[src/rtl/fl_frame_dropper.sv]
// fl_frame_dropper: admits whole FrameLink frames only when the downstream FIFO can absorb them.
// Define FL_FRAME_DROPPER_STATS_EN to build the pass/drop/truncate counters.
module fl_frame_dropper #(
    parameter int DATA_WIDTH      = 64,
    parameter int MAX_FRAME_WORDS = 256,
    parameter int FREE_WIDTH      = 10,
    parameter int CNT_WIDTH       = 32,
    localparam int REM_WIDTH      = (DATA_WIDTH > 8) ? $clog2(DATA_WIDTH / 8) : 1
) (
    input  logic                  clk,
    input  logic                  reset_n,
    input  logic                  enable,
    input  logic [DATA_WIDTH-1:0] rx_data,
    input  logic [REM_WIDTH-1:0]  rx_rem,
    input  logic                  rx_sof_n,
    input  logic                  rx_eof_n,
    input  logic                  rx_sop_n,
    input  logic                  rx_eop_n,
    input  logic                  rx_src_rdy_n,
    output logic [DATA_WIDTH-1:0] tx_data,
    output logic [REM_WIDTH-1:0]  tx_rem,
    output logic                  tx_sof_n,
    output logic                  tx_eof_n,
    output logic                  tx_sop_n,
    output logic                  tx_eop_n,
    output logic                  tx_src_rdy_n,
    input  logic                  tx_dst_rdy_n,
    input  logic [FREE_WIDTH-1:0] free_words,
    input  logic                  cnt_clr,
    output logic [CNT_WIDTH-1:0]  pass_cnt,
    output logic [CNT_WIDTH-1:0]  drop_cnt,
    output logic [CNT_WIDTH-1:0]  trunc_cnt
);
    localparam int WCNT_WIDTH = $clog2(MAX_FRAME_WORDS + 1);
    localparam logic [1:0] IDLE = 2'd0, PASS = 2'd1, DROP = 2'd2;
    logic [1:0] state, state_nx;
    logic [WCNT_WIDTH-1:0] wcnt, wcnt_nx;
    logic rx_vld, loadable, sof, eof, admit;
    logic load, force_eof, overflow, inc_pass, inc_drop, inc_trunc;
    always_comb begin
        rx_vld    = !rx_src_rdy_n;
        loadable  = tx_src_rdy_n || !tx_dst_rdy_n;
        sof       = !rx_sof_n;
        eof       = !rx_eof_n;
        admit     = enable && (32'(free_words) >= MAX_FRAME_WORDS) && loadable;
        state_nx  = state;
        wcnt_nx   = wcnt;
        load      = 1'b0;
        force_eof = 1'b0;
        overflow  = 1'b0;
        inc_pass  = 1'b0;
        inc_drop  = 1'b0;
        inc_trunc = 1'b0;
        case (state)
            IDLE: if (rx_vld && sof) begin
                load     = admit;
                inc_pass = admit;
                inc_drop = !admit;
                wcnt_nx  = admit ? WCNT_WIDTH'(1) : wcnt;
                state_nx = eof ? IDLE : (admit ? PASS : DROP);
            end
            PASS: if (rx_vld) begin
                if (loadable) begin
                    load      = 1'b1;
                    wcnt_nx   = wcnt + 1'b1;
                    force_eof = !eof && (wcnt_nx == WCNT_WIDTH'(MAX_FRAME_WORDS));
                    inc_trunc = force_eof;
                    state_nx  = eof ? IDLE : (force_eof ? DROP : PASS);
                end else begin
                    // word is lost: close the held word as the frame's last
                    overflow  = 1'b1;
                    inc_trunc = 1'b1;
                    state_nx  = eof ? IDLE : DROP;
                end
            end
            DROP: state_nx = (rx_vld && eof) ? IDLE : DROP;
            default: state_nx = IDLE;
        endcase
    end
    always_ff @(posedge clk or negedge reset_n) begin
        if (!reset_n) begin
            state        <= IDLE;
            wcnt         <= '0;
            tx_data      <= '0;
            tx_rem       <= '0;
            tx_sof_n     <= 1'b1;
            tx_eof_n     <= 1'b1;
            tx_sop_n     <= 1'b1;
            tx_eop_n     <= 1'b1;
            tx_src_rdy_n <= 1'b1;
        end else begin
            state <= state_nx;
            wcnt  <= wcnt_nx;
            if (load) begin
                tx_data      <= rx_data;
                tx_rem       <= rx_rem;
                tx_sof_n     <= rx_sof_n || (state != IDLE);
                tx_sop_n     <= rx_sop_n;
                tx_eof_n     <= rx_eof_n && !force_eof;
                tx_eop_n     <= rx_eop_n && !force_eof;
                tx_src_rdy_n <= 1'b0;
            end else begin
                if (!tx_src_rdy_n && !tx_dst_rdy_n)
                    tx_src_rdy_n <= 1'b1;
                if (overflow) begin
                    tx_eof_n <= 1'b0;
                    tx_eop_n <= 1'b0;
                end
            end
        end
    end
`ifdef FL_FRAME_DROPPER_STATS_EN
    always_ff @(posedge clk or negedge reset_n) begin
        if (!reset_n) begin
            pass_cnt  <= '0;
            drop_cnt  <= '0;
            trunc_cnt <= '0;
        end else if (cnt_clr) begin
            pass_cnt  <= '0;
            drop_cnt  <= '0;
            trunc_cnt <= '0;
        end else begin
            pass_cnt  <= pass_cnt + CNT_WIDTH'(inc_pass);
            drop_cnt  <= drop_cnt + CNT_WIDTH'(inc_drop);
            trunc_cnt <= trunc_cnt + CNT_WIDTH'(inc_trunc);
        end
    end
`else
    logic unused_stats;
    assign unused_stats = ^{cnt_clr, inc_pass, inc_drop, inc_trunc};
    assign pass_cnt  = '0;
    assign drop_cnt  = '0;
    assign trunc_cnt = '0;
`endif
endmodule

[config.mk]
export PLATFORM = sky130hd
export DESIGN_NAME = fl_frame_dropper
export DESIGN_NICKNAME = d
export VERILOG_FILES = /design/src/rtl/fl_frame_dropper.sv
export SDC_FILE = /design/constraint.sdc
export NUM_CORES = 1
export LEC_CHECK = 0
export BUFFER_PORTS_ARGS = -buffer_cell sky130_fd_sc_hd__buf_2
export CORE_MARGIN = 2
export CORE_UTILIZATION = 45
export CTS_CLUSTER_SIZE = 40
export DETAILED_ROUTE_END_ITERATION = 10
export GPL_ROUTABILITY_DRIVEN = 0
export PLACE_DENSITY = 0.85
export REMOVE_ABC_BUFFERS = 1
export SLEW_MARGIN = 25
export SYNTH_ARGS = -nofsm -noshare
export SYNTH_HDL_FRONTEND = slang
export SYNTH_SLANG_ARGS = --single-unit
[constraint.sdc]
create_clock -name clk -period 1.9 [get_ports clk]
set_input_delay 0.38 -clock clk [delete_from_list [all_inputs] [get_ports clk]]
set_output_delay 0.38 -clock clk [all_outputs]
set_load 0.03 [all_outputs]
==> metrics.cfg, run 1 <==
[setup_path]
reg2reg_depth = 5
cp-end-kind = flop
rrSetupSlack_ns = 0.19
reg2reg_to = state[0]
critPathRequiredTime_ns = 2.11
r2r-start = wcnt[1]
path_max_fanout = 7
cp.arrival_ns = 1.92
crit_path_start_kind = flop
path_class = flop to flop

[drt]
num_vias = 2767
detail_route.vias_per_cell = 4.37
postRouteAntennaNets = 0
first_pass_iters = 4
wire_per_inst_microns = 12.8
drc = 0
routed_wl_mm = 8.12
first_iter_violations = 95

[place]
dp_hpwl_mm = 5.94
numPortBuffers = 149
placed_cells = 617
dp_slack_ns = 0.130

[clocking]
cts_max_path_buffers = 2
cts_setup_buffers = 0
cts_buffers = 9
cts_hold_buffers = 0
root_buffer = clkbuf_8
cts_tree = done
path_clk_slew_ns = 0.08
cts.sinks = 83
cts_max_level = 3
clk_latency_ns = 0.35
cts_resized = 0

[sta]
finalCritPeriodShare = 0.898
fin_skew_ns = 0.00680
hold_viol_final = 0
slew_violations = 0
fin_setup_tns_ns = 0
fin_crit_ns = 1.71
setup_viol = 0
setup_ws_ns = 0.193
rsz0062_at_grt = false
timing.fmax_mhz = 586

[global_route]
grt_pass1_wl_mm = 12.2
track_usage = 0.149
gr-total-overflow = 0
antenna_found_initial = 0
grt_max_degree = 84
grt_pass1_vias = 2523

[layout]
syn_to_final_growth_pct = 17.1
stdcell_count = 633
drive_above_1_share = 0.502
nets = 584
num_antenna_cells = 0
fillCellCount = 846

[yosys]
synthTopCellsByArea = dfrtp_1 44%, mux2_4 18%, buf_4 16%
synthXorXnorAreaFrac = 0.00986
synth_top_area_cell = dfrtp_1
yosys_warnings = 0
synthMuxAreaShare = 0.218
ys_ff_latch = 83
synth-compound-area-share = 0.0462
synth_top_area_share = 0.439
synth_area_per_cell_sq_um = 13.1
syn_area_sq_um = 4440
ys.flop_type = dfrtp_1
synth.distinct_cells = 37
synthAdderAreaFrac = 0.00563
syn_inst = 339
synthArstFlopShare = 1.00
synth-simple-area-share = 0.0527
synth_edf_count = 0
synth_seq_area_share = 0.469
synth_top_family_by_area = multiplexers

[floorplan]
fp.dieW_microns = 103
core-area_sq_um = 9680
fp.dieH_microns = 103
io_pins = 255
row_count = 36
design.die.area_sq_um = 10700
start_util = 0.459

[pwr]
p_per_area_nw_per_um2 = 1490
vdd_drop_max_mv = 0.829
finalPower_uw = 7750
leakage_uw = 0.00286

[status]
status = complete, no violations

[worst_hold_path]
hold_path_class = input pin to asynchronous set/reset pin

[job]
max-cap-violations = 0

-- placed cells by master (no fill, tap or decap), types with 4 or more instances in the layout --
cell type    n
inv_1        4
nand3_1      9
buf_2      148
buf_4        6
o2bb2ai_1    5
dfrtp_1     78
clkbuf_8    10
nand2_1      6
mux2_2      14
mux2_4      54
a21oi_1      4
o21ai_0      5
conb_1      96
nor2_1       5
dfstp_2      5
nor4_1       4
a21o_1       4
-- metal layers --
| layer | up-vias | track usage | share of wire |
|---|---|---|---|
| met5 | - | 0 | 0 |
| met4 | 0 | 0.0536 | 0.012 |
| met3 | 10 | 0.0437 | 0.077 |
| met2 | 160 | 0.243 | 0.51 |
| met1 | 1319 | 0.189 | 0.40 |
| li1 | 1278 | - | - |
-- through the flow --
stage,cell area (sq um),util,hold slack [ns]
after detailed placement,4950,0.511,0.454
after floorplan,3940,-,0.0844
after global routing,5200,0.537,0.0587
after global placement,4950,0.511,0.435
after CTS,5200,0.537,0.0660
final,5200,0.537,0.0505
-- registers in the layout, summed over array words and instances, names as in the netlist --
register / cells
tx_eof_n: 1
tx_eop_n: 1
tx_data: 64
tx_sop_n: 1
wcnt: 9
state: 2
tx_sof_n: 1
tx_rem: 3
tx_src_rdy_n: 1
-- worst max path at each step --
stage,start,endpoint,cells after the start,slack (ns)
2_1_floorplan,tx_src_rdy_n,tx_data[0],4,-0.75
3_3_place_gp,free_words[9],tx_data[44],6,0.15
3_5_place_dp,free_words[9],tx_data[53],6,0.13
4_1_cts,wcnt[1],state[0],5,0.19
5_1_grt,wcnt[1],state[0],5,0.04
6_report,wcnt[1],state[0],5,0.19
-- power breakdown --
part	internal, uW	switching, uW	leakage (uW)	total [uW]
combinational	1280	2130	0.00174	3410
sequential	2420	374	0.000999	2800
clock	911	631	0.000123	1540
-- synthesized netlist by cell type, types with 4 or more instances --
cell,n
o21ai_0,5
inv_1,4
nand3_1,9
mux2_4,54
nor2_1,5
nand2_1,6
a21o_1,4
mux2_2,14
buf_12,5
buf_4,96
o2bb2ai_1,5
nor4_1,4
dfstp_2,5
dfrtp_1,78
a21oi_1,4
-- worst max-delay path: stages, from the launching register on --
cell and delay (ns):
dfrtp_1 0.47, ha_1 0.34, and3_1 0.24, o21ai_0 0.10, a21oi_1 0.28, a22oi_1 0.14
-- cell families after synthesis --
logic type | after synthesis
XOR/XNOR | 5
adder cells (fa/ha/maj) | 2
other | 1
AND/OR/NAND/NOR | 41
multiplexers | 68
flip-flops | 83
AO/OA/AOI/OAI | 28
buffers and inverters | 111
-- layout make-up --
| cell class | count | area (sq um) | share of cell area |
|---|---|---|---|
| Clock buffer | 10 | 138 | 0.0265 |
| Tap cell | 133 | 166 | 0.0320 |
| Sequential cell | 83 | 2080 | 0.401 |
| Timing Repair Buffer | 157 | 846 | 0.163 |
| Clock inverter | 6 | 111 | 0.0214 |
| Inverter | 4 | 15.0 | 0.00289 |
| Multi-Input combinational cell | 240 | 1840 | 0.354 |
Power figures use the tool's default switching activity.
==> run 2: changes to the inputs <==
--- a/config.mk
+++ b/config.mk
@@ -6,12 +6,12 @@
 export NUM_CORES = 1
 export LEC_CHECK = 0
 export BUFFER_PORTS_ARGS = -buffer_cell sky130_fd_sc_hd__buf_2
-export CORE_MARGIN = 2
 export CORE_UTILIZATION = 45
+export CTS_BUF_LIST = sky130_fd_sc_hd__clkbuf_16
 export CTS_CLUSTER_SIZE = 40
 export DETAILED_ROUTE_END_ITERATION = 10
 export GPL_ROUTABILITY_DRIVEN = 0
-export PLACE_DENSITY = 0.85
+export PLACE_DENSITY = 0.89
 export REMOVE_ABC_BUFFERS = 1
 export SLEW_MARGIN = 25
 export SYNTH_ARGS = -nofsm -noshare
==> run 2 against run 1 <==
Critical endpoint unchanged. Highest routed layer unchanged. Global-route usage rose by 1.7 points. Critical path type unchanged. Largest cell class unchanged. Combinational power barely moved. Critical path depth stayed put.
==> metrics.cfg, run 2 (same netlist as run 1, synthesis figures left out) <==
[global_route]
antenna_found_initial = 0  ; unchanged
grt_pass1_wl_mm = 13.2  ; was 12.2 mm
grt_max_degree = 84  ; unchanged
grt_pass1_vias = 2751  ; was 2523
track_usage = 0.166  ; was 0.149
gr-total-overflow = 0  ; unchanged

[setup_path]
path_max_fanout = 8  ; was 7
r2r-start = wcnt[0]  ; was wcnt[1]
reg2reg_to = state[0]  ; unchanged
crit_path_start_kind = flop  ; unchanged
path_class = flop to flop  ; unchanged
cp.arrival_ns = 1.89  ; was 1.92 ns
critPathRequiredTime_ns = 2.09  ; was 2.11 ns
rrSetupSlack_ns = 0.20  ; was 0.19 ns
reg2reg_depth = 5  ; unchanged
cp-end-kind = flop  ; unchanged

[sta]
fin_crit_ns = 1.70  ; was 1.71 ns
rsz0062_at_grt = false  ; unchanged
setup_ws_ns = 0.200  ; was 0.193 ns
finalCritPeriodShare = 0.895  ; was 0.898
fin_skew_ns = 0.00764  ; was 0.00680 ns
timing.fmax_mhz = 588  ; was 586 MHz
hold_viol_final = 0  ; unchanged
slew_violations = 0  ; unchanged
fin_setup_tns_ns = 0  ; unchanged
setup_viol = 0  ; unchanged

[place]
dp_slack_ns = 0.124  ; was 0.130 ns
dp_hpwl_mm = 6.40  ; was 5.94 mm
numPortBuffers = 149  ; unchanged

[drt]
detail_route.vias_per_cell = 4.48  ; was 4.37
routed_wl_mm = 8.50  ; was 8.12 mm
first_pass_iters = 4  ; unchanged
postRouteAntennaNets = 0  ; unchanged
drc = 0  ; unchanged
first_iter_violations = 94  ; was 95
wire_per_inst_microns = 13.5  ; was 12.8 microns
num_vias = 2815  ; was 2767

[clocking]
cts_setup_buffers = 0  ; unchanged
cts_tree = done  ; unchanged
clk_latency_ns = 0.32  ; was 0.35 ns
path_clk_slew_ns = 0.06  ; was 0.08 ns
root_buffer = clkbuf_16  ; was clkbuf_8
cts_max_path_buffers = 2  ; unchanged
cts.sinks = 83  ; unchanged
cts_buffers = 9  ; unchanged
cts_hold_buffers = 0  ; unchanged
cts_max_level = 3  ; unchanged

[layout]
fillCellCount = 807  ; was 846
nets = 584  ; unchanged
drive_above_1_share = 0.502  ; unchanged
reg_top3 = tx_data (64), wcnt (9), tx_rem (3)  ; unchanged
seq_area_sq_um = 2080  ; unchanged
final_core_utilization = 0.558  ; was 0.537
final_common_cell = buf_2  ; unchanged
largest_reg_flops = 64  ; unchanged
num_antenna_cells = 0  ; unchanged
syn_to_final_growth_pct = 18.2  ; was 17.1%
layout_common_cells = 148 x buf_2, 96 x conb_1, 78 x dfrtp_1  ; unchanged
multi_input_area_sq_um = 1840  ; about the same
max_flop_register = tx_data  ; unchanged

[floorplan]
io_pins = 255  ; unchanged
fp.dieW_microns = 101  ; was 103 microns
design.die.area_sq_um = 10300  ; was 10700 sq um
row_count = 35  ; was 36
core-area_sq_um = 9420  ; was 9680 sq um
fp.dieH_microns = 101  ; was 103 microns
start_util = 0.472  ; was 0.459

[pwr]
pwr-share-seq = 0.354  ; was 0.361
leakage_uw = 0.00288  ; was 0.00286 uW
p_per_area_nw_per_um2 = 1520  ; was 1490 nW/um^2
p_clk_frac = 0.219  ; was 0.199
internal_power_uw = 4730  ; was 4610 uW
p_sw_uw = 3230  ; was 3130 uW
vdd_drop_max_mv = 0.742  ; was 0.829 mV
switching_share = 0.406  ; was 0.404
comb_power_share = 0.426  ; was 0.440

[job]
max-cap-violations = 0  ; unchanged

[status]
status = complete, no violations  ; unchanged

[worst_hold_path]
hold_path_class = input pin to asynchronous set/reset pin  ; unchanged

[run 2: metal layers]
layer | track usage | wire length [microns] | vias up
met2 | 0.276 | 4350 | 167
met1 | 0.207 | 3420 | 1354
met4 | 0.0669 | 125 | 0
met3 | 0.0421 | 600 | 12
met5 | 0 | 0 | -
li1 | - | - | 1282
[run 2: worst max path at each step]
stage / from / to / slack (ns)
3_3_place_gp: free_words[9] / tx_data[41] / 0.16
3_5_place_dp: free_words[9] / tx_data[42] / 0.12
6_report: wcnt[0] / state[0] / 0.20
5_1_grt: wcnt[0] / state[0] / 0.06
2_1_floorplan: tx_src_rdy_n / tx_data[0] / -0.75
4_1_cts: wcnt[0] / state[0] / 0.13
[run 2: through the flow]
step	instances	power (uW)	instance area (sq um)	hold WS, ns
2_1_floorplan	327	5260	3940	0.0844
3_3_place_gp	613	6140	4950	0.438
3_5_place_dp	613	6240	4950	0.452
4_1_cts	629	8030	5250	0.0981
5_1_grt	629	8320	5250	0.123
6_report	629	7960	5250	0.0914
[run 2: area by class of cell]
class | count | area share
inverter | 4 | 0.00286
sequential | 83 | 0.397
timing repair buffer | 157 | 0.161
clock buffer | 9 | 0.0429
clock inverter | 7 | 0.0143
tap | 129 | 0.0307
multi-input combinational | 240 | 0.351
[run 2: timing repair]
item / in CTS / in global routing
endpoints found under the hold margin: 0 / 0
setup endpoints to repair: 0 / 1
resized for setup: 0 / 1
[run 2: power groups by stage]
stage / Combinational (uW) / Sequential, uW / Clock (uW)
finish: 3390 / 2820 / 1750
global route: 3570 / 2900 / 1850
CTS: 3410 / 2820 / 1790
detailed placement: 3420 / 2820 / 0
global placement: 3340 / 2800 / 0
floorplan: 1220 / 4040 / 0
[run 2: worst max-delay path: stages (launching register included)]
cell and delay (ns):
dfrtp_1 0.49, ha_2 0.31, and3_1 0.21, o21ai_0 0.11
a21oi_1 0.29, a22oi_1 0.15
==> run 3: changes to the inputs <==
==> config.mk (replaced) <==
export PLATFORM = sky130hd
export DESIGN_NAME = fl_frame_dropper
export DESIGN_NICKNAME = d
export VERILOG_FILES = /design/src/rtl/fl_frame_dropper.sv
export SDC_FILE = /design/constraint.sdc
export NUM_CORES = 1
export LEC_CHECK = 0
export BUFFER_PORTS_ARGS = -buffer_cell sky130_fd_sc_hd__buf_2
export CORE_UTILIZATION = 46
export CTS_BUF_LIST = sky130_fd_sc_hd__clkbuf_8
export CTS_CLUSTER_SIZE = 40
export DETAILED_ROUTE_END_ITERATION = 10
export GPL_ROUTABILITY_DRIVEN = 0
export PLACE_DENSITY = 0.9
export REMOVE_ABC_BUFFERS = 1
export SLEW_MARGIN = 5
export SYNTH_ARGS = -nofsm -noshare
export SYNTH_HDL_FRONTEND = slang
export SYNTH_SLANG_ARGS = --single-unit
==> run 3 against run 2 <==
Combinational power is essentially flat. Sequential cell count is the same. Total power shrank 5.1%. Highest routed layer unchanged. Core utilization shrank 0.060 points. Critical path depth is the same. Worst setup slack lost 0.023 ns.
==> metrics.cfg, run 3 (same netlist as run 1, synthesis figures left out) <==
[status]
status = complete, no violations  ; unchanged

[sta]
setup_ws_ns = 0.177  ; was 0.200 ns
fin_crit_ns = 1.72  ; was 1.70 ns
fin_setup_tns_ns = 0  ; unchanged
finalCritPeriodShare = 0.907  ; was 0.895
setup_viol = 0  ; unchanged
timing.fmax_mhz = 580  ; was 588 MHz
slew_violations = 0  ; unchanged
rsz0062_at_grt = false  ; unchanged
hold_viol_final = 0  ; unchanged
fin_skew_ns = 0.0102  ; was 0.00764 ns
timing.hold.ws_ns = 0.264  ; was 0.0914 ns

[floorplan]
design.die.area_sq_um = 10100  ; was 10300 sq um
row_count = 35  ; unchanged
io_pins = 255  ; unchanged
start_util = 0.478  ; was 0.472
fp.dieW_microns = 100  ; was 101 microns
core-area_sq_um = 9280  ; was 9420 sq um
fp.dieH_microns = 100  ; was 101 microns

[layout]
largest_reg_flops = 64  ; unchanged
num_antenna_cells = 0  ; unchanged
drive_above_1_share = 0.495  ; was 0.502
nets = 585  ; was 584
stdcell_area_sq_um = 5170  ; was 5250 sq um
final_common_cell = buf_2  ; unchanged
layout_common_cells = 148 x buf_2, 96 x conb_1, 78 x dfrtp_1  ; unchanged
syn_to_final_growth_pct = 16.4  ; was 18.2%
stdcell_count = 630  ; was 629
reg_top3 = tx_data (64), wcnt (9), tx_rem (3)  ; unchanged
max_flop_register = tx_data  ; unchanged

[global_route]
track_usage = 0.156  ; was 0.166
grt_max_degree = 44  ; was 84
gr-total-overflow = 0  ; unchanged
antenna_found_initial = 0  ; unchanged
grt_pass1_wl_mm = 12.2  ; was 13.2 mm
grt_pass1_vias = 2610  ; was 2751

[drt]
routed_wl_mm = 8.05  ; was 8.50 mm
num_vias = 2796  ; was 2815
drc = 0  ; unchanged
first_pass_iters = 4  ; unchanged
postRouteAntennaNets = 0  ; unchanged
detail_route.vias_per_cell = 4.44  ; was 4.48
wire_per_inst_microns = 12.8  ; was 13.5 microns
first_iter_violations = 74  ; was 94

[place]
placed_cells = 613  ; unchanged
numPortBuffers = 149  ; unchanged
dp_slack_ns = 0.107  ; was 0.124 ns
postPlaceCellArea_sq_um = 4950  ; unchanged
dp_hpwl_mm = 6.04  ; was 6.40 mm

[setup_path]
crit_start = wcnt[0]  ; unchanged
crit_chain = ha_1, and3_1, o21ai_0, a21oi_1, a22oi_1  ; was ha_2, and3_1, o21ai_0, a21oi_1, a22oi_1
cp.arrival_ns = 1.92  ; was 1.89 ns
critPathSlowestCell = dfrtp_1  ; unchanged
reg2reg_depth = 5  ; unchanged
path_max_fanout = 8  ; unchanged
cp_slowest_stage_delay_ns = 0.49  ; about the same
rrSetupSlack_ns = 0.18  ; was 0.20 ns
r2r-start = wcnt[0]  ; unchanged
crit_path_start_kind = flop  ; unchanged
reg2reg_to = state[0]  ; unchanged
critPathRequiredTime_ns = 2.10  ; was 2.09 ns
cp-end-kind = flop  ; unchanged
path_class = flop to flop  ; unchanged

[clocking]
cts_resized = 0  ; unchanged
clk_latency_ns = 0.34  ; was 0.32 ns
root_buffer = clkbuf_8  ; was clkbuf_16
cts_max_level = 3  ; unchanged
cts_tree = done  ; unchanged
cts_buffers = 9  ; unchanged
cts_hold_buffers = 1  ; was 0
cts_setup_buffers = 0  ; unchanged
cts.sinks = 83  ; unchanged
path_clk_slew_ns = 0.09  ; was 0.06 ns
cts_max_path_buffers = 2  ; unchanged

[worst_hold_path]
holdPathEnd = tx_data[16]
hold_path_class = input pin to flop  ; was input pin to asynchronous set/reset pin
min_from = rx_data[16]
whs_path_depth = 2

[job]
max-cap-violations = 0  ; unchanged

[pwr]
leakage_uw = 0.00286  ; was 0.00288 uW
p_per_area_nw_per_um2 = 1460  ; was 1520 nW/um^2
vdd_drop_max_mv = 0.869  ; was 0.742 mV

## run 3: changes by cell type in the layout (fill, tap and decap cells not counted)
cell,change
clkbuf_16,-9
clkinv_1,-1
clkinv_2,+1
clkinvlp_4,-2
dlygate4sd3_1,+1
ha_1,+1
clkbuf_8,+10
inv_1,+3
ha_2,-1
bufinv_16,+1
inv_6,-3
## run 3: cell type report
class / count / area (sq um)
tap: 129 / 161
timing repair buffer: 158 / 856
inverter: 4 / 15.0
clock inverter: 6 / 76.3
fill: 821 / 4110
multi-input combinational: 240 / 1840
clock buffer: 10 / 138
sequential: 83 / 2080
## run 3: how the worst max path moves through the flow
stage                              to  slack [ns]  cells past startpoint
after detailed placement  tx_data[42]        0.11                      6
after CTS                    state[0]        0.17                      5
after global routing         state[0]        0.03                      5
final                        state[0]        0.18                      5
after floorplan            tx_data[0]       -0.75                      4
after global placement    tx_data[54]        0.15                      6
## run 3: worst max-delay path, delay by kind of cell (launching register included)
| kind | cells | cell delay (ns) |
|---|---|---|
| DFF | 1 | 0.49 |
| and+or+nand+nor | 1 | 0.23 |
| AOI/OAI and AO/OA | 3 | 0.52 |
| adders and majority gates | 1 | 0.34 |
## run 3: metal layers
| metal | global-route usage | vias up | wire length [microns] |
|---|---|---|---|
| met1 | 0.192 | 1341 | 3320 |
| met2 | 0.270 | 160 | 4100 |
| met3 | 0.0376 | 13 | 530 |
| met4 | 0.0502 | 0 | 104 |
| li1 | - | 1282 | - |
| met5 | 0 | - | 0 |
## run 3: power by group
group	internal (uW)	switching, uW	leakage, uW	total [uW]
Clock	762	607	0.000120	1370
Sequential	2420	390	0.000999	2810
Combinational	1270	2100	0.00174	3370
Total	4450	3100	0.00286	7550
## run 3: stage by stage
stage	util	power, uW
2_1_floorplan	-	5260
3_3_place_gp	0.533	6120
3_5_place_dp	0.533	6220
4_1_cts	0.557	7650
5_1_grt	0.557	7920
6_report	0.557	7550
